**src/rtl/sync_uart_tx_if.sv**
```systemverilog
// sync_uart_tx_if -- request/line bundle for the synchronous UART framer.
//   baud_en : bit-rate strobe, one CLK cycle wide
//   i_valid : frame request; i_opt / i_len / i_data are sampled with it
//   o_ready : framer idle and able to take a request
//   o_bit   : serial line, idle high
//   o_busy  : frame in progress
//   o_done  : one-cycle pulse when the frame's last stop bit ends
//   o_err   : one-cycle pulse when a request is rejected (length too big)
// The master modport belongs to the requester, the slave modport to the framer.
interface sync_uart_tx_if #(
  parameter int BYTE_SIZE    = 8,
  parameter int MAX_MSG_LEN  = (1 << BYTE_SIZE) - 1,
  parameter int IN_DATA_SIZE = $clog2(MAX_MSG_LEN) * BYTE_SIZE
);
  logic                    baud_en;
  logic                    i_valid;
  logic                    o_ready;
  logic [BYTE_SIZE-1:0]    i_opt;
  logic [BYTE_SIZE-1:0]    i_len;
  logic [IN_DATA_SIZE-1:0] i_data;
  logic                    o_bit;
  logic                    o_busy;
  logic                    o_done;
  logic                    o_err;

  modport master (
    output baud_en, i_valid, i_opt, i_len, i_data,
    input  o_ready, o_bit, o_busy, o_done, o_err
  );

  modport slave (
    input  baud_en, i_valid, i_opt, i_len, i_data,
    output o_ready, o_bit, o_busy, o_done, o_err
  );
endinterface

```
**src/rtl/sync_uart_tx.sv**
```systemverilog
// sync_uart_tx -- serialises one frame per accepted request:
//   7-bit preamble 1111110, then opt, len, len payload bytes and a 4-byte
//   CRC-32 (poly 04C11DB7, init FFFFFFFF, MSB-in, no reflection/final XOR).
//   Every byte after the preamble is framed start(0), data LSB-first, stop(1).
// Ports:
//   CLK : rising-edge clock
//   RST : asynchronous, active-high reset; forces the line high at once
//   bus : sync_uart_tx_if.slave (request handshake, payload, line, status)
module sync_uart_tx #(
  parameter int BYTE_SIZE    = 8,
  parameter int MAX_MSG_LEN  = (1 << BYTE_SIZE) - 1,
  parameter int IN_DATA_SIZE = $clog2(MAX_MSG_LEN) * BYTE_SIZE
) (
  input logic           CLK,
  input logic           RST,
  sync_uart_tx_if.slave bus
);

  localparam int                   MAX_BYTES = IN_DATA_SIZE / BYTE_SIZE;
  localparam int                   IDX_W     = $clog2(BYTE_SIZE + 3);
  localparam logic [IDX_W-1:0]     STOP_IDX  = IDX_W'(BYTE_SIZE + 1);
  // One index past the stop bit: the last CRC stop bit is still on the line
  // while the counter sits here, and the following strobe ends the frame.
  localparam logic [IDX_W-1:0]     TAIL_IDX  = IDX_W'(BYTE_SIZE + 2);
  localparam logic [IDX_W-1:0]     INIT_LAST = IDX_W'(6);
  localparam logic [6:0]           INIT_PAT  = 7'h7e;
  localparam logic [31:0]          CRC_POLY  = 32'h04C1_1DB7;
  localparam logic [31:0]          CRC_INIT  = 32'hFFFF_FFFF;
  localparam logic [BYTE_SIZE-1:0] MAX_LEN   = BYTE_SIZE'(MAX_BYTES);
  localparam logic [BYTE_SIZE-1:0] CRC_LAST  = BYTE_SIZE'(3);

  typedef enum logic [2:0] {IDLE, INIT, OPT, LEN, DATA, CSM} state_t;

  function automatic logic [31:0] crc_step(input logic [31:0] crc, input logic b);
    crc_step = {crc[30:0], 1'b0} ^ ((crc[31] ^ b) ? CRC_POLY : 32'h0);
  endfunction

  state_t                  state, state_nx;
  logic [IDX_W-1:0]        bit_idx, bit_nx;
  logic [BYTE_SIZE-1:0]    byte_cnt, byte_nx;
  logic [31:0]             crc_r;
  logic [BYTE_SIZE-1:0]    opt_r, len_r;
  logic [IN_DATA_SIZE-1:0] data_r;
  logic                    o_bit_r, done_r, err_r;

  logic                    accept, err_nx, done_nx, crc_en, data_shift, line_bit;
  logic [BYTE_SIZE-1:0]    cur_byte;
  logic                    is_stop, is_data_bit, data_bit, frame_bit, init_bit;

  // Byte currently being framed; payload is pre-aligned so its next byte
  // always sits in the top lane of data_r.
  always_comb begin
    case (state)
      OPT:     cur_byte = opt_r;
      LEN:     cur_byte = len_r;
      DATA:    cur_byte = data_r[IN_DATA_SIZE-1 -: BYTE_SIZE];
      default: cur_byte = BYTE_SIZE'(crc_r >> {CRC_LAST - byte_cnt, 3'b000});
    endcase
  end

  // bit_idx within a byte: 0 = start, 1..BYTE_SIZE = data LSB-first, then stop.
  assign is_stop     = (bit_idx == STOP_IDX);
  assign is_data_bit = (bit_idx != '0) && (bit_idx < STOP_IDX);
  assign data_bit    = |(cur_byte & (BYTE_SIZE'(1) << (bit_idx - 1'b1)));
  assign frame_bit   = is_stop | (is_data_bit & data_bit);
  assign init_bit    = |(INIT_PAT & (7'h40 >> bit_idx));

  always_ff @(posedge CLK or posedge RST) begin
    if (RST) state <= IDLE;
    else     state <= state_nx;
  end

  // Counters advance only on strobe cycles; acceptance alone just leaves
  // IDLE so the first preamble bit appears on the next strobe.
  always_comb begin
    state_nx   = state;
    bit_nx     = bit_idx;
    byte_nx    = byte_cnt;
    line_bit   = 1'b1;
    accept     = 1'b0;
    err_nx     = 1'b0;
    done_nx    = 1'b0;
    crc_en     = 1'b0;
    data_shift = 1'b0;
    case (state)
      IDLE: begin
        if (bus.i_valid) begin
          if (bus.i_len > MAX_LEN) begin
            err_nx = 1'b1;
          end else begin
            accept   = 1'b1;
            state_nx = INIT;
          end
        end
      end
      INIT: begin
        if (bus.baud_en) begin
          line_bit = init_bit;
          if (bit_idx == INIT_LAST) begin
            state_nx = OPT;
            bit_nx   = '0;
          end else begin
            bit_nx = bit_idx + 1'b1;
          end
        end
      end
      OPT, LEN, DATA: begin
        if (bus.baud_en) begin
          line_bit = frame_bit;
          crc_en   = is_data_bit;
          if (is_stop) begin
            bit_nx = '0;
            case (state)
              OPT:     state_nx = LEN;
              LEN:     state_nx = (len_r == '0) ? CSM : DATA;
              default: begin
                data_shift = 1'b1;
                if (byte_cnt == len_r - 1'b1) begin
                  state_nx = CSM;
                  byte_nx  = '0;
                end else begin
                  byte_nx = byte_cnt + 1'b1;
                end
              end
            endcase
          end else begin
            bit_nx = bit_idx + 1'b1;
          end
        end
      end
      CSM: begin
        if (bus.baud_en) begin
          if (bit_idx == TAIL_IDX) begin
            state_nx = IDLE;
            done_nx  = 1'b1;
            bit_nx   = '0;
            byte_nx  = '0;
          end else begin
            line_bit = frame_bit;
            if (is_stop && byte_cnt != CRC_LAST) begin
              bit_nx  = '0;
              byte_nx = byte_cnt + 1'b1;
            end else begin
              bit_nx = bit_idx + 1'b1;
            end
          end
        end
      end
      default: state_nx = IDLE;
    endcase
  end

  always_ff @(posedge CLK or posedge RST) begin
    if (RST) begin
      bit_idx  <= '0;
      byte_cnt <= '0;
      crc_r    <= CRC_INIT;
      o_bit_r  <= 1'b1;
      done_r   <= 1'b0;
      err_r    <= 1'b0;
    end else begin
      bit_idx  <= bit_nx;
      byte_cnt <= byte_nx;
      done_r   <= done_nx;
      err_r    <= err_nx;
      if (accept)      crc_r <= CRC_INIT;
      else if (crc_en) crc_r <= crc_step(crc_r, data_bit);
      if (bus.baud_en) o_bit_r <= line_bit;
    end
  end

  // Request fields; left-justify the payload so its first byte is on top.
  always_ff @(posedge CLK) begin
    if (accept) begin
      opt_r  <= bus.i_opt;
      len_r  <= bus.i_len;
      data_r <= bus.i_data << (int'(MAX_LEN - bus.i_len) * BYTE_SIZE);
    end else if (data_shift) begin
      data_r <= data_r << BYTE_SIZE;
    end
  end

  assign bus.o_ready = (state == IDLE);
  assign bus.o_busy  = (state != IDLE);
  assign bus.o_bit   = o_bit_r;
  assign bus.o_done  = done_r;
  assign bus.o_err   = err_r;

endmodule
```
**src/flat_wrapper.sv**
```systemverilog
// flat-port wrapper written by rule: the top's interface ports become plain ports
module sync_uart_tx_flat 
#(
  parameter int BYTE_SIZE    = 8,
  parameter int MAX_MSG_LEN  = (1 << BYTE_SIZE) - 1,
  parameter int IN_DATA_SIZE = $clog2(MAX_MSG_LEN) * BYTE_SIZE
)
  (CLK, RST, bus_baud_en, bus_i_valid, bus_i_opt, bus_i_len, bus_i_data, bus_o_ready, bus_o_bit, bus_o_busy, bus_o_done, bus_o_err);
  sync_uart_tx_if #(.BYTE_SIZE(BYTE_SIZE), .MAX_MSG_LEN(MAX_MSG_LEN), .IN_DATA_SIZE(IN_DATA_SIZE)) bus_i ();
  input logic CLK;
  input logic RST;
  input wire logic [$bits(bus_i.baud_en)-1:0] bus_baud_en;
  input wire logic [$bits(bus_i.i_valid)-1:0] bus_i_valid;
  input wire logic [$bits(bus_i.i_opt)-1:0] bus_i_opt;
  input wire logic [$bits(bus_i.i_len)-1:0] bus_i_len;
  input wire logic [$bits(bus_i.i_data)-1:0] bus_i_data;
  output wire logic [$bits(bus_i.o_ready)-1:0] bus_o_ready;
  output wire logic [$bits(bus_i.o_bit)-1:0] bus_o_bit;
  output wire logic [$bits(bus_i.o_busy)-1:0] bus_o_busy;
  output wire logic [$bits(bus_i.o_done)-1:0] bus_o_done;
  output wire logic [$bits(bus_i.o_err)-1:0] bus_o_err;
  assign bus_i.baud_en = bus_baud_en;
  assign bus_i.i_valid = bus_i_valid;
  assign bus_i.i_opt = bus_i_opt;
  assign bus_i.i_len = bus_i_len;
  assign bus_i.i_data = bus_i_data;
  assign bus_o_ready = bus_i.o_ready;
  assign bus_o_bit = bus_i.o_bit;
  assign bus_o_busy = bus_i.o_busy;
  assign bus_o_done = bus_i.o_done;
  assign bus_o_err = bus_i.o_err;
  sync_uart_tx #(.BYTE_SIZE(BYTE_SIZE), .MAX_MSG_LEN(MAX_MSG_LEN), .IN_DATA_SIZE(IN_DATA_SIZE)) u_core (.CLK(CLK), .RST(RST), .bus(bus_i));
endmodule
```
**config.mk**
```make
export PLATFORM = sky130hd
export DESIGN_NAME = sync_uart_tx_flat
export DESIGN_NICKNAME = d
export VERILOG_FILES = /design/src/rtl/sync_uart_tx_if.sv /design/src/rtl/sync_uart_tx.sv /design/src/flat_wrapper.sv
export SDC_FILE = /design/constraint.sdc
export NUM_CORES = 1
export LEC_CHECK = 0
export ABC_AREA = 0
export CORE_ASPECT_RATIO = 0.8
export CORE_MARGIN = 3
export CORE_UTILIZATION = 60
export DETAILED_ROUTE_END_ITERATION = 8
export PLACE_DENSITY = 0.83
export SKIP_LAST_GASP = 1
export SLEW_MARGIN = 5
export SYNTH_ARGS = -nofsm -noshare
export SYNTH_HDL_FRONTEND = slang
export SYNTH_SLANG_ARGS = --single-unit
```
**constraint.sdc**
```tcl
create_clock -name CLK -period 6.2 [get_ports CLK]
set_clock_uncertainty 0.2 [all_clocks]
set_input_delay 1.24 -clock CLK [delete_from_list [all_inputs] [get_ports CLK]]
set_output_delay 1.24 -clock CLK [all_outputs]
set_load 0.02 [all_outputs]
```
# == Yosys cells after proc, flatten, opt, wreduce, memory -nomap -nowiden ==
# Index checks and enable logic that the tools add are counted.
# word_totals
reg_bits,130
latchBits,0
ram_bits,0
mem_bits_ro,0
n_memories,0
# classes
n_addsub,6
mul,0
div_mod_pow,0
magnitude_cmp,2
n_eq_ne,21
n_shift,4
n_mux,51
bitwise_logic,5
reduce_logical,17
# op_table
op,n
$mux W64,2
$mux W32,2
$shl A64 B32 Y64,1
$mux W8,7
$shr A32 B11 Y8,1
$xor A32 B32 Y32,1
$mux W4,7
$mux W27,1
$mux W3,9
$pmux W8 S3,1
$mux W1,17
$pmux W8 S2,1
$ne A2 B2 Y1 const B,6
$pmux W3 S4,1
$pmux W4 S3,1
$reduce_and A9 Y1,1
$sub A4 B8 Y9 const A,1
$add A8 B1 Y8 const B,1
$and A8 B8 Y8,1
$eq A4 B4 Y1 const B,2
$eq A8 B8 Y1,1
$gt A8 B4 Y1 const B,1
$logic_not A8 Y1,1
$ne A8 B2 Y1 const B,1
30 further kinds,38

# == Logic depth before layout (Yosys ltp) ==
# Gate-level depths: netlist of the first run.
# depth
depth_word,10
depth_mapped,13
depth_no_buf,9

# == Worst setup path after synthesis of the first run ==
# Ideal clock, no wire load.
# synth_path
path_kind,input to register
from,input bus_i_len[0]
to,"register u_core.data_r[0], enable pin"
arrival_ns,3.695
t_required_ns,5.310
setup_slack_ns,1.615
stages,8
cell_sequence,clkbuf_1 -> nor3_1 -> nor2b_1 -> nand2b_1 -> clkbuf_1 -> buf_2 -> buf_2 -> nand2_1
# synth_between
elab_chain_len,5
# synth_lines
element,line,text
"start, declared",flat_wrapper.sv:15,input wire logic [$bits(bus_i.i_len)-1:0] bus_i_len;
$gt A8 B4 Y1,sync_uart_tx.sv:88,if (bus.i_len > MAX_LEN) begin
$mux W1,sync_uart_tx.sv:88,
$mux W1,sync_uart_tx.sv:87,if (bus.i_valid) begin
$mux W1,sync_uart_tx.sv:85,case (state)
$reduce_bool A2 Y1 (no line),n/a,
"end signal, assigned",sync_uart_tx.sv:177,data_r <= bus.i_data << (int'(MAX_LEN - bus.i_len) * BYTE_SIZE);
"end signal, assigned",sync_uart_tx.sv:179,data_r <= data_r << BYTE_SIZE;
"end, declared",sync_uart_tx.sv:43,logic [IN_DATA_SIZE-1:0] data_r;
# No other way between the ends.
# A chain may end at the register's enable or synchronous reset.

# == Worst setup path after layout of the first run ==
# layout_path
from,input bus_i_len[2]
to,register u_core.crc_r[0]
# layout_between
elab_chain_len,5
# layout_lines
element,line,text
$gt A8 B4 Y1 *,sync_uart_tx.sv:88,
$mux W1 *,sync_uart_tx.sv:88,
$mux W1 *,sync_uart_tx.sv:87,
$mux W1 *,sync_uart_tx.sv:85,
$mux W32 or $reduce_bool A2 Y1 (tied branches),n/a,
"end signal, assigned",sync_uart_tx.sv:167,"else if (crc_en) crc_r <= crc_step(crc_r, data_bit);"
"end, declared",sync_uart_tx.sv:41,logic [31:0] crc_r;
# Every way passes the cells marked *; elsewhere a longest branch is shown, timed or not.

==> run metrics, run 1 <==
status=finished clean; most common cell after layout, fill and taps aside=nand2_1; Worst Tran Pin Value=~1.2 ns; Reg area=roughly 0.0037 mm^2; post-CTS resize count=0; total number of vias=between 7000 and 8000; Core Box Area=roughly 0.014 mm^2; critical path, cell by cell=clkdlybuf4s50_1 -> nor3_1 -> nor2b_1 -> nand2b_2 -> buf_4 -> nand2_1 -> o221a_2; I/O Pins=89; startpoint types=primary input; DR vias/cell=between 6 and 7; wire length per cell=approximately 21 um; Pint=between 0.002 and 0.0025 W; register area share after synthesis=0.4093; WP buf/inv=2; Crit Path Max Fanout=58; commonest cells after routing, fill and taps aside=nand2_1 (116), clkdlybuf4s50_1 (87), edfxtp_1 (80), o21ai_0 (67), a21oi_1 (54); Critical Path Source=bus_i_len[2]; Post-synth ARST share=0.3846; first-pass GRT wire length=39290 um; fillers=1039; Reg power frac=0.359; final wirelength=about 25000 um; Syn Nets=1015; Multi-input gate area=about 0.0050 mm^2; Period Utilization, post-route=0.6902; Max clock buf depth=2; # rows=39; IO buf count=88; Hold Crit Class=flip-flop to flip-flop; Max Clock Freq=roughly 0.23 GHz; Nets=~1100; Post-Syn Area per Cell=a little under 10 um^2; CTS Sinks=130; cells on worst reg2reg path=5; Main synth FF type=edfxtp_1; net switching power=approximately 0.0015 W; Post-DP HPWL=16990 um; DRC viols=0; Max Slew Vio Count=0; Die X=about 140 um; clock slew at reported path FFs=0.06 ns; latest clock arrival within the worst-skew pair=0.42 ns; TritonCTS clock tree=built; Final setup viols=0; Hold WS=around 0.32 ns; setup TNS=0 ns; area share of the largest cell type after synthesis=0.2661; Initial Utilization=0.6229; CTS Buf Count=17; gpl congestion=around 0.95; H-tree depth=4; Pleak=3.887 nW; largest stage delay on the critical path=roughly 0.73 ns; initial antenna violation count=0; Clock Power Share=0.273; synth-to-layout area growth=17.31%; initial drt markers=1404; DR pass1 iterations=5; die height=115.7 um; fraction of layout cells with a size suffix above 1=0.1499; Yosys reg bits=130; number of flops mapped to enable cells by yosys=80; grt total ovfl=0; Hold Fails Final Rpt=0; reg2reg start=u_core.state[2]; crit end category=flip-flop; MaxCap Viol Count=0; die area=between 0.015 and 0.02 mm^2; root cell of the clock tree=clkbuf_16; worst relative slew slack=0.2002; Tot GR Track Use=0.3032; yosys warns=0; largest net degree at the start of global routing=69; Req. time, crit path=approximately 6.4 ns; Yosys cell types=73; hold_buf cts=0; Hold Crit Depth=1; postcts setup bufs=0; cell taking the most area after synthesis=edfxtp_1; hold_sp=u_core.crc_r[30]; Setup CP Type=primary input to flip-flop; RSZ-0062 raised after global routing=no; pwr dens=approximately 380 mW/mm^2; Comb pwr share=0.369; post-synthesis instance area=0.009027 mm^2; fin crit period=~4.3 ns; switching part of the total=0.3799; peak supply drop=0.0002515 V; Post-DRT Antenna Nets=0; Worst EP arrival=4.43 ns; cell count after synthesis=~920; top cells by area, synth=edfxtp_1 (27%), dfstp_2 (9.6%), mux4_2 (8.0%), mux2i_1 (5.7%), nand2_1 (4.9%); CP top delay family=simple AND/OR/NAND/NOR gates; WP depth=7; vias in the first global route=a little over 7000; Worst path slowest cell=clkdlybuf4s50_1
-- worst paths after layout --
check	endpoint	slack (ns)
max	u_core.crc_r[0]	1.92
min	u_core.crc_r[30]	0.32
max reg2reg	u_core.data_r[16]	2.66
min reg2reg	u_core.crc_r[30]	0.32
max in group asynchronous	u_core.bit_idx[0]	4.25
min in group asynchronous	u_core.state[1]	1.11
-- cell usage after synthesis, drive strengths merged, types with 4 or more instances --
cell and number:
a211o 14, a211oi 9, a21oi 54, a22o 13, a31oi 15, and2 5, and3 26, buf 30
clkbuf 45, dfrtp 17, dfstp 33, edfxtp 80, ha 14, inv 24, mux2i 51, mux4 32
nand2 117, nand2b 10, nand3 8, nand3b 15, nand4 5, nor2 27, nor2b 41, nor3 31
nor4 6, o2111ai 15, o211ai 5, o21ai 69, o22a 19, o22ai 11, o31ai 5, or2 17
or3 4, xnor2 8, xor2 5
-- layout make-up --
type	instances	share of cell area
Clock buffer	18	0.04052
Inverter	25	0.008861
Clock inverter	14	0.01926
Timing Repair Buffer	100	0.09145
Multi-Input combinational cell	687	0.4690
Antenna cell	1	0.0002363
Tap cell	184	0.02174
Sequential cell	130	0.3489
-- cells by family after synthesis --
group,after synthesis,synth area share
compound gates,253,0.1874
xor+xnor,13,0.01261
fa+ha+maj,14,0.01940
buf+inv,100,0.04560
flops,130,0.4093
mux,83,0.1364
simple gates,324,0.1893
-- metrics by stage --
step / instances / setup slack [ns] / power (W) / util / area [um^2]
3_5_place_dp: 1126 / 1.544 / 0.002886 / 0.6869 / 9955
4_1_cts: 1158 / 1.953 / 0.003978 / 0.7306 / 10590
5_1_grt: 1158 / 1.704 / 0.004220 / 0.7306 / 10590
3_3_place_gp: 1126 / 1.622 / 0.002845 / 0.6869 / 9955
6_report: 1159 / 1.920 / 0.003997 / 0.7307 / 10590
2_1_floorplan: 917 / 1.615 / 0.002458 / - / 9027
-- sequential cells by signal (all words and copies together) (netlist names) --
register,flops
u_core.bus.o_done,1
u_core.crc_r,32
u_core.data_r,64
u_core.opt_r,8
u_core.bus.o_err,1
u_core.bus.o_bit,1
u_core.bit_idx,4
u_core.state,3
u_core.byte_cnt,8
u_core.len_r,8
-- routing by layer --
layer,share of wire,wire length (um),vias to the layer above,global-route usage
li1,-,-,3564,-
met1,0.43,10800,3699,0.4472
met2,0.44,10960,441,0.4437
met3,0.11,2766,48,0.09612
met4,0.014,353,0,0.06650
met5,0,0,-,0
-- power by group through the flow --
| stage | Sequential, W | Combinational [W] | Clock (W) |
|---|---|---|---|
| finish | 0.00143 | 0.00147 | 0.00109 |
| global route | 0.00147 | 0.00162 | 0.00113 |
| CTS | 0.00143 | 0.00146 | 0.00109 |
| detailed placement | 0.00144 | 0.00144 | 0 |
| global placement | 0.00144 | 0.00141 | 0 |
| floorplan | 0.00127 | 0.00119 | 0 |
No activity file was read; power rests on OpenSTA's default activity.
==> run 2: changes to the inputs <==
Settings changed: CORE_UTILIZATION 60 to 53, PLACE_DENSITY 0.83 to 0.78.
Clock period 6.2 ns to 3.8 ns, I/O delays scaled along.
==> run metrics, run 2 (same netlist as run 1, synthesis figures left out) <==
status=finished clean; final wirelength=24660 um; first-pass GRT wire length=39340 um; CP top delay family=compound AO/OA/AOI/OAI gates; pwr dens=between 500 and 600 mW/mm^2; wire length per cell=around 20 um; gpl congestion=around 0.88; Max Clock Freq=~0.31 GHz; Max clock buf depth=2; max FFs per register=64; reg2reg start=u_core.bit_idx[0]; root cell of the clock tree=clkbuf_16; Critical Path Source=u_core.bit_idx[0]; synth-to-layout area growth=18.82%; hold_buf cts=0; clock slew at reported path FFs=about 0.060 ns; Post-Place Cells=roughly 1200; commonest cells after routing, fill and taps aside=nand2_1 (116), clkdlybuf4s50_1 (87), edfxtp_1 (80), o21ai_0 (67), a21oi_1 (54); Pint=between 0.003 and 0.004 W; Reg power frac=0.339; top flop regs=u_core.data_r: 64 flops, u_core.crc_r: 32 flops; switching part of the total=0.3851; crit end category=flip-flop; Largest Register=u_core.data_r; largest stage delay on the critical path=0.60 ns; Pleak=between 3 and 4 nW; Initial Utilization=0.5436; Clock Power Share=0.254; IO buf count=88; met1 WL=around 12000 um; max layer used=met4; Max Slew Vio Count=0; CTS Buf Count=17; setup TNS=0 ns; # rows=42; peak supply drop=about 0.00035 V; critical path, cell by cell=inv_1 -> ha_1 -> ha_1 -> mux2i_1 -> o21a_1 -> a211o_1 -> nand4_1 -> buf_4 -> o211ai_1 -> a221oi_1; metal3 WL=just under 2000 um; Most common cell on crit path=ha_1; Setup CP Type=flip-flop to flip-flop; initial drt markers=between 800 and 900; Hold Fails Final Rpt=0; Hold Crit Class=flip-flop to flip-flop; total number of vias=7772; Die X=151.9 um; Core Box Area=0.01661 mm^2; CTS Sinks=130; H-tree depth=4; hold_sp=u_core.bus.o_bit; TritonCTS clock tree=built; grt total ovfl=0; vias in the first global route=approximately 7200; Post-DP HPWL=roughly 17000 um; WP buf/inv=2; Worst EP arrival=around 3.3 ns; fraction of layout cells with a size suffix above 1=0.1625; largest net degree at the start of global routing=65; Met2 Wirelength=~11000 um; fillers=between 1000 and 1500; startpoint types=flip-flop; Req. time, crit path=approximately 3.9 ns; postcts setup bufs=0; most common cell after layout, fill and taps aside=nand2_1; Final setup viols=0; Period Utilization, post-route=0.8448; DRC viols=0; latest clock arrival within the worst-skew pair=0.43 ns; Tot GR Track Use=0.2651; Worst path slowest cell=ha_1; Crit Path Max Fanout=29; Post-DRT Antenna Nets=0; post-CTS resize count=0; post-route insts no fill=roughly 1200; net switching power=approximately 0.0025 W; n_diodes=0; MaxCap Viol Count=0; DR vias/cell=between 6 and 7; Nets=approximately 1100; Comb pwr share=0.407; I/O Pins=~90; Worst Tran Pin Value=just under 1 ns; die area=~0.019 mm^2; initial antenna violation count=0; die height=about 120 um; worst relative slew slack=0.3420; fin crit period=approximately 3.2 ns; DR pass1 iterations=5; RSZ-0062 raised after global routing=no
run 2: cell count changes in the layout (fill, tap and decap cells not counted), sizes merged:
cell    delta
diode      -1
clkbuf     -1
clkinv     +2
inv        +1
bufinv     -2
buf       +17
run 2: layout make-up:
class,instances,area [um^2],area share
inverters,25,93.84,0.008748
flip-flops and latches,130,3695,0.3445
clock inverters,15,156.4,0.01458
repair buffers,117,1121,0.1045
multi-input cells,687,4960,0.4624
clock buffers,17,425.4,0.03966
well taps,220,275.3,0.02566
run 2: power groups by stage:
stage / clock (W) / sequential, W / combinational (W)
5_1_grt: 0.00170 / 0.00221 / 0.00285
6_report: 0.00163 / 0.00218 / 0.00262
2_1_floorplan: 0 / 0.00207 / 0.00194
3_5_place_dp: 0 / 0.00219 / 0.00257
3_3_place_gp: 0 / 0.00218 / 0.00251
4_1_cts: 0.00164 / 0.00216 / 0.00259
run 2: per-layer routing:
metal	up-vias	GRT usage
met5	-	0
met4	0	0.06682
met3	26	0.06274
met2	340	0.3882
met1	3822	0.3989
li1	3584	-
run 2: tightest hold or removal path, cell delays in order (launching register included):
cell and delay [ns]:
dfstp_2 0.37, nor2_1 0.08, a221oi_1 0.05
run 2: metrics by stage:
step	util	power, W	hold WS [ns]	instance area (um^2)	setup slack [ns]
floorplan	-	0.004010	0.2963	9039	0.03244
global placement	0.6109	0.004690	0.3000	10140	0.3455
detailed placement	0.6109	0.004753	0.3086	10140	0.3005
CTS	0.6459	0.006388	0.3223	10730	0.6048
global route	0.6459	0.006763	0.3323	10730	0.3130
finish	0.6459	0.006423	0.3156	10730	0.5897
run 2: worst paths after layout:
path                                      to  slack, ns  cells after the start
min in group asynchronous  u_core.bus.o_done       0.63                      2
max in group asynchronous   u_core.crc_r[22]       1.99                      3
setup reg to reg            u_core.bus.o_bit       0.59                     10
setup / recovery            u_core.bus.o_bit       0.59                     10
hold / removal              u_core.bus.o_bit       0.32                      2
hold reg to reg             u_core.bus.o_bit       0.32                      2
==> run 3: changes to the inputs <==
Settings changed: CORE_UTILIZATION 53 to 58, PLACE_DENSITY 0.78 to 0.81.
Clock period 3.8 ns to 3.2 ns, I/O delays scaled along.
==> run metrics, run 3 (same netlist as run 1, synthesis figures left out) <==
peak supply drop=~0.00039 V; cell area after placement=between 0.01 and 0.015 mm^2; wire length per cell=roughly 21 um; postcts setup bufs=0; Post-DRT Antenna Nets=0; CP top delay family=buffers and inverters; CTS Sinks=130; IO buf count=just under 90; H-tree depth=4; met1 WL=approximately 11000 um; RSZ-0062 raised after global routing=no; Pleak=around 4.1 nW; max layer used=met5; fin crit period=a little over 3 ns; DR vias/cell=about 6.6; die area=0.01711 mm^2; DRC viols=0; Crit Path Max Fanout=12; largest net degree at the start of global routing=67; WP buf/inv=2; reg2reg start=u_core.bit_idx[0]; Initial Utilization=0.5973; DR pass1 iterations=5; Post-DP HPWL=approximately 18000 um; total number of vias=slightly above 8000; FF-to-FF End=u_core.crc_r[11]; Die X=about 150 um; Worst path slowest cell=clkdlybuf4s50_1; # rows=40; Met2 Wirelength=11240 um; crit end category=output pin; Hold Fails Final Rpt=0; max FFs per register=64; Nets=about 1100; top flop regs=u_core.data_r: 64 flops, u_core.crc_r: 32 flops; CTS Buf Count=17; critical path, cell by cell=or3_1 -> inv_1 -> clkdlybuf4s50_1; reg-to-reg slack, setup=~0.15 ns; fraction of layout cells with a size suffix above 1=0.1882; Final Power=0.007859 W; post-CTS resize count=0; cells on worst reg2reg path=10; vias in the first global route=approximately 7500; Worst EP arrival=between 2 and 2.5 ns; Hold WS=0.1817 ns; Core Box Area=between 0.015 and 0.02 mm^2; Largest Register=u_core.data_r; Max clock buf depth=2; initial drt markers=1267; hold_buf cts=0; startpoint types=flip-flop; die height=about 120 um; n_diodes=0; Setup CP Type=flip-flop to output pin; root cell of the clock tree=clkbuf_16; initial antenna violation count=1; final wirelength=between 20000 and 30000 um; final worst slack=0.09402 ns; MaxCap Viol Count=0; first-pass GRT wire length=roughly 41000 um; TritonCTS clock tree=built; commonest cells after routing, fill and taps aside=nand2_1 (116), clkdlybuf4s50_1 (87), edfxtp_1 (80), o21ai_0 (67), a21oi_1 (54); largest stage delay on the critical path=around 0.62 ns; pwr dens=709.5 mW/mm^2; Max Clock Freq=0.3220 GHz; grt total ovfl=0; most common cell after layout, fill and taps aside=nand2_1; Req. time, crit path=2.36 ns; Worst Tran Pin Value=approximately 0.95 ns; Tot GR Track Use=0.2995; Max Slew Vio Count=0; status=finished clean; clock slew at reported path FFs=about 0.06 ns; Final setup viols=0; synth-to-layout area growth=22.69%; metal3 WL=roughly 3000 um; pre-CTS setup slack=-0.1407 ns; gpl congestion=0.9887; Period Utilization, post-route=0.9706; design area=about 0.011 mm^2; worst relative slew slack=0.3556; latest clock arrival within the worst-skew pair=approximately 0.43 ns; Hold Crit Class=primary input to async pin; I/O Pins=a little under 90
-- run 3: report_power, final --
part	leakage, nW	internal [W]	total, W	switching [W]
logic	2.61	0.00142	0.00328	0.00186
clock network	0.288	0.00117	0.00200	0.000834
registers	1.25	0.00222	0.00257	0.000349
-- run 3: metrics by stage --
stage,cells,util,setup TNS (ns)
2_1_floorplan,917,-,-0.1578
3_3_place_gp,1198,0.6934,-0.09574
3_5_place_dp,1198,0.6934,-0.5896
4_1_cts,1230,0.7328,0
5_1_grt,1230,0.7328,0
6_report,1230,0.7328,0
-- run 3: final cells by class --
class	instances	area, um^2
clock buffers	17	425.4
clock inverters	15	170.2
fillers	1074	4039
inverters	25	93.84
multi-input cells	687	4965
flip-flops and latches	130	3695
well taps	210	262.8
repair buffers	146	1464
-- run 3: metal layers --
| layer | vias up | global-route usage |
|---|---|---|
| met2 | 487 | 0.4295 |
| li1 | 3652 | - |
| met4 | 2 | 0.07177 |
| met5 | - | 0 |
| met3 | 53 | 0.09045 |
| met1 | 3980 | 0.4484 |
-- run 3: worst max-delay path by stage --
stage | from | cells past startpoint | slack, ns | end
2_1_floorplan | bus_i_len[0] | 11 | -0.05 | u_core.data_r[59]
3_3_place_gp | bus_i_len[4] | 8 | -0.1 | u_core.data_r[59]
3_5_place_dp | bus_i_len[4] | 8 | -0.14 | u_core.data_r[59]
4_1_cts | u_core.state[1] | 3 | 0.13 | bus_o_ready
5_1_grt | u_core.bit_idx[0] | 10 | 0.05 | u_core.crc_r[11]
6_report | u_core.state[0] | 3 | 0.09 | bus_o_ready
==> variant, RTL diff (config.mk and constraints of run 1) <==
`BYTE_SIZE` is set to 8 in 3 places; all go to 10.
--- a/src/rtl/sync_uart_tx_if.sv
+++ b/src/rtl/sync_uart_tx_if.sv
@@ -8,7 +8,7 @@
 //   o_err   : one-cycle pulse when a request is rejected (length too big)
 // The master modport belongs to the requester, the slave modport to the framer.
 interface sync_uart_tx_if #(
-  parameter int BYTE_SIZE    = 8,
+  parameter int BYTE_SIZE    = 10,
   parameter int MAX_MSG_LEN  = (1 << BYTE_SIZE) - 1,
   parameter int IN_DATA_SIZE = $clog2(MAX_MSG_LEN) * BYTE_SIZE
 );
--- a/src/rtl/sync_uart_tx.sv
+++ b/src/rtl/sync_uart_tx.sv
@@ -7,7 +7,7 @@
 //   RST : asynchronous, active-high reset; forces the line high at once
 //   bus : sync_uart_tx_if.slave (request handshake, payload, line, status)
 module sync_uart_tx #(
-  parameter int BYTE_SIZE    = 8,
+  parameter int BYTE_SIZE    = 10,
   parameter int MAX_MSG_LEN  = (1 << BYTE_SIZE) - 1,
   parameter int IN_DATA_SIZE = $clog2(MAX_MSG_LEN) * BYTE_SIZE
 ) (
--- a/src/flat_wrapper.sv
+++ b/src/flat_wrapper.sv
@@ -1,7 +1,7 @@
 // flat-port wrapper written by rule: the top's interface ports become plain ports
 module sync_uart_tx_flat 
 #(
-  parameter int BYTE_SIZE    = 8,
+  parameter int BYTE_SIZE    = 10,
   parameter int MAX_MSG_LEN  = (1 << BYTE_SIZE) - 1,
   parameter int IN_DATA_SIZE = $clog2(MAX_MSG_LEN) * BYTE_SIZE
 )
Interface: changed (resized bus_i_data, bus_i_len and bus_i_opt); port bits go from 89 to 129. The function was not compared with the original's and may differ.
==> variant against run 1 <==
Worst setup slack worse by 1500 ps. Synthesized area rose by 67%. Via count up 79%. Global-route usage is 2.8 points higher. Routed wire length up 81%. Critical endpoint is now u_core.data_r[35]. Combinational power is 76% higher. Sequential cell count rose by 42. Total power grew 33%. Design area grew 63%.
==> variant: results (changes against run 1) <==
Parameter                              Value

Synthesis
  Number of enable-type register cells in the synthesized netlist ... 120 (+50%)
  Number of distinct library cells after synthesis ... 76 (+4.1%)
  Synth async-reset ratio ... 0.3023 (-0.08229)
  Yosys warns ... 0 (unchanged)
  Commonest cells post-synth ... sky130_fd_sc_hd__nand2_1, sky130_fd_sc_hd__o21ai_0, sky130_fd_sc_hd__edfxtp_1
  Net Count, Synth ... 1809 (+78%)
  Cells taking the most area after synthesis ... sky130_fd_sc_hd__edfxtp_1, sky130_fd_sc_hd__mux4_2, sky130_fd_sc_hd__nand2_1
  Sequential fraction of the synthesis area ... 0.3288 (-0.08050)

Clocking
  Number of CTS-inserted buffers ... 17 (unchanged)
  Latest clock arrival within the worst-skew pair ... 440 ps (+20 ps)
  CTS H-tree lvls ... 4 (unchanged)

Global routing
  Met2 routing resource usage after global routing ... 0.5246 (+0.08093)
  Global route overflow ... 0 (unchanged)
  Overall global routing resource usage ... 0.3310 (+0.02783)
  Pin count of the biggest net entering global routing ... 101 (+46%)
  GRT met1 Usage ... 0.4708 (+0.02358)
  Met3 Usage GRT ... 0.07134 (-0.02478)
  Number of global-route vias before repair ... 13180 (+83%)
  Wire length of the first global-routing pass ... 71490 µm (+82%)

Worst setup path
  Worst EP arrival ... 5870 ps (+1440 ps)
  Highest fanout seen on the critical path ... 28 (-52%)
  Setup slack of the most critical reg-to-reg path ... 2180 ps (-480 ps)
  Critical path's largest stage delay ... 480 ps (-250 ps)
  Crit path launch ... bus_i_len[1]
  Start of the worst register-to-register path ... u_core.state[0]

Outcome
  Result of the run ... finished clean

Place
  Placement Setup Slack ... -217.3 ps (-1761 ps)
  Final weighted congestion in routability-driven placement ... 1.017 (+7.1%)
  HPWL after detailed placement ... 33000 µm (+94%)
  Dpl cell area ... 16650 µm² (+67%)
  Number of buffer cells added on primary ports ... 128 (+45%)

Drt
  Number of iterations in the first detailed-routing pass ... 6 (+1)
  Mean routed wirelength per cell ... 22.02 µm (+2.6%)
  Number of violations reported at the end of detailed-routing iteration 0 ... 1876 (+34%)
  Total via count in the routed design ... 13850 (+79%)

Cells and area
  Number of fillers in the final layout ... 1844 (+77%)
  Sequential Area ... 4946 µm² (+34%)
  Number of nets in the layout ... 1870 (+77%)
  Ant diodes ... 0 (-1)
  Fraction of layout instances using a drive strength above 1 ... 0.1521 (+0.002163)
  Registers with the most flip-flops ... u_core.data_r (100), u_core.crc_r (32)

Power
  Leakage power of the design ... 6.530 nW (+68%)
  Worst-case vdd ir drop ... 0.0002509 V (-0.25%)

Timing
  Top achievable clock speed ... 0.1721 GHz (-26%)
  Worst Tran Pin Value ... 1109 ps (-84.50 ps)

Hold path
  Hold Path Origin ... u_core.crc_r[13]
  Hold WC Path Type ... reg -> reg
## variant: cell count changes after synthesis, sizes merged, moves of 21 or more
cell,delta
nand2,+231
o21ai,+93
nor2,+82
mux4,+66
edfxtp,+40
a21oi,+38
mux2i,+38
clkbuf,+36
nor2b,-31
nand3,+30
mux2,+24
buf,+21
ha,+21
## variant: worst paths after layout
kind,endpoint,cells past startpoint
max in group asynchronous,u_core.bit_idx[0],2
hold / removal,u_core.crc_r[14],2
setup / recovery,u_core.data_r[35],18
hold reg to reg,u_core.crc_r[14],2
min in group asynchronous,u_core.byte_cnt[6],2
setup reg to reg,u_core.data_r[86],10
## variant: cell type report
type	instances	share of cell area
multi-input cells	1319	0.5522
flip-flops and latches	172	0.2873
repair buffers	174	0.09964
clock buffers	20	0.02602
well taps	318	0.02311
clock inverters	12	0.006105
inverters	26	0.005669
## variant: power by group
| part | switching (mW) | internal [mW] | leakage [nW] |
|---|---|---|---|
| clock network | 0.494 | 0.538 | 0.275 |
| logic | 1.53 | 1.05 | 4.56 |
| registers | 0.272 | 1.44 | 1.69 |
## variant: cell families after synthesis
group	after synthesis	synth area share
flops	172	0.3288
buf+inv	158	0.04375
xor+xnor	31	0.01805
fa+ha+maj	36	0.03044
mux	211	0.2239
simple gates	649	0.1950
compound gates	392	0.1600
## variant: per-stage QoR
step | instances | hold slack [ps]
floorplan | 1649 | 238.5
global placement | 2009 | 251.8
detailed placement | 2009 | 257.6
CTS | 2041 | 272.7
global route | 2041 | 286.3
finish | 2041 | 274.5
## variant: critical path, delay by kind of cell
| kind | cells | cell delay, ps |
|---|---|---|
| compound gates | 8 | 1930 |
| fa+ha+maj | 3 | 840 |
| buf+inv | 3 | 910 |
| simple gates | 4 | 920 |
## variant: what timing repair did
item / CTS / global route
gates resized for setup: 0 / 2
setup endpoints to repair: 0 / 35
hold buffers: 0 / 0
## variant: routing by layer
metal,vias up,share of wire
li1,6269,-
met1,6636,0.40
met2,852,0.47
met3,95,0.11
met4,0,0.021
met5,-,0
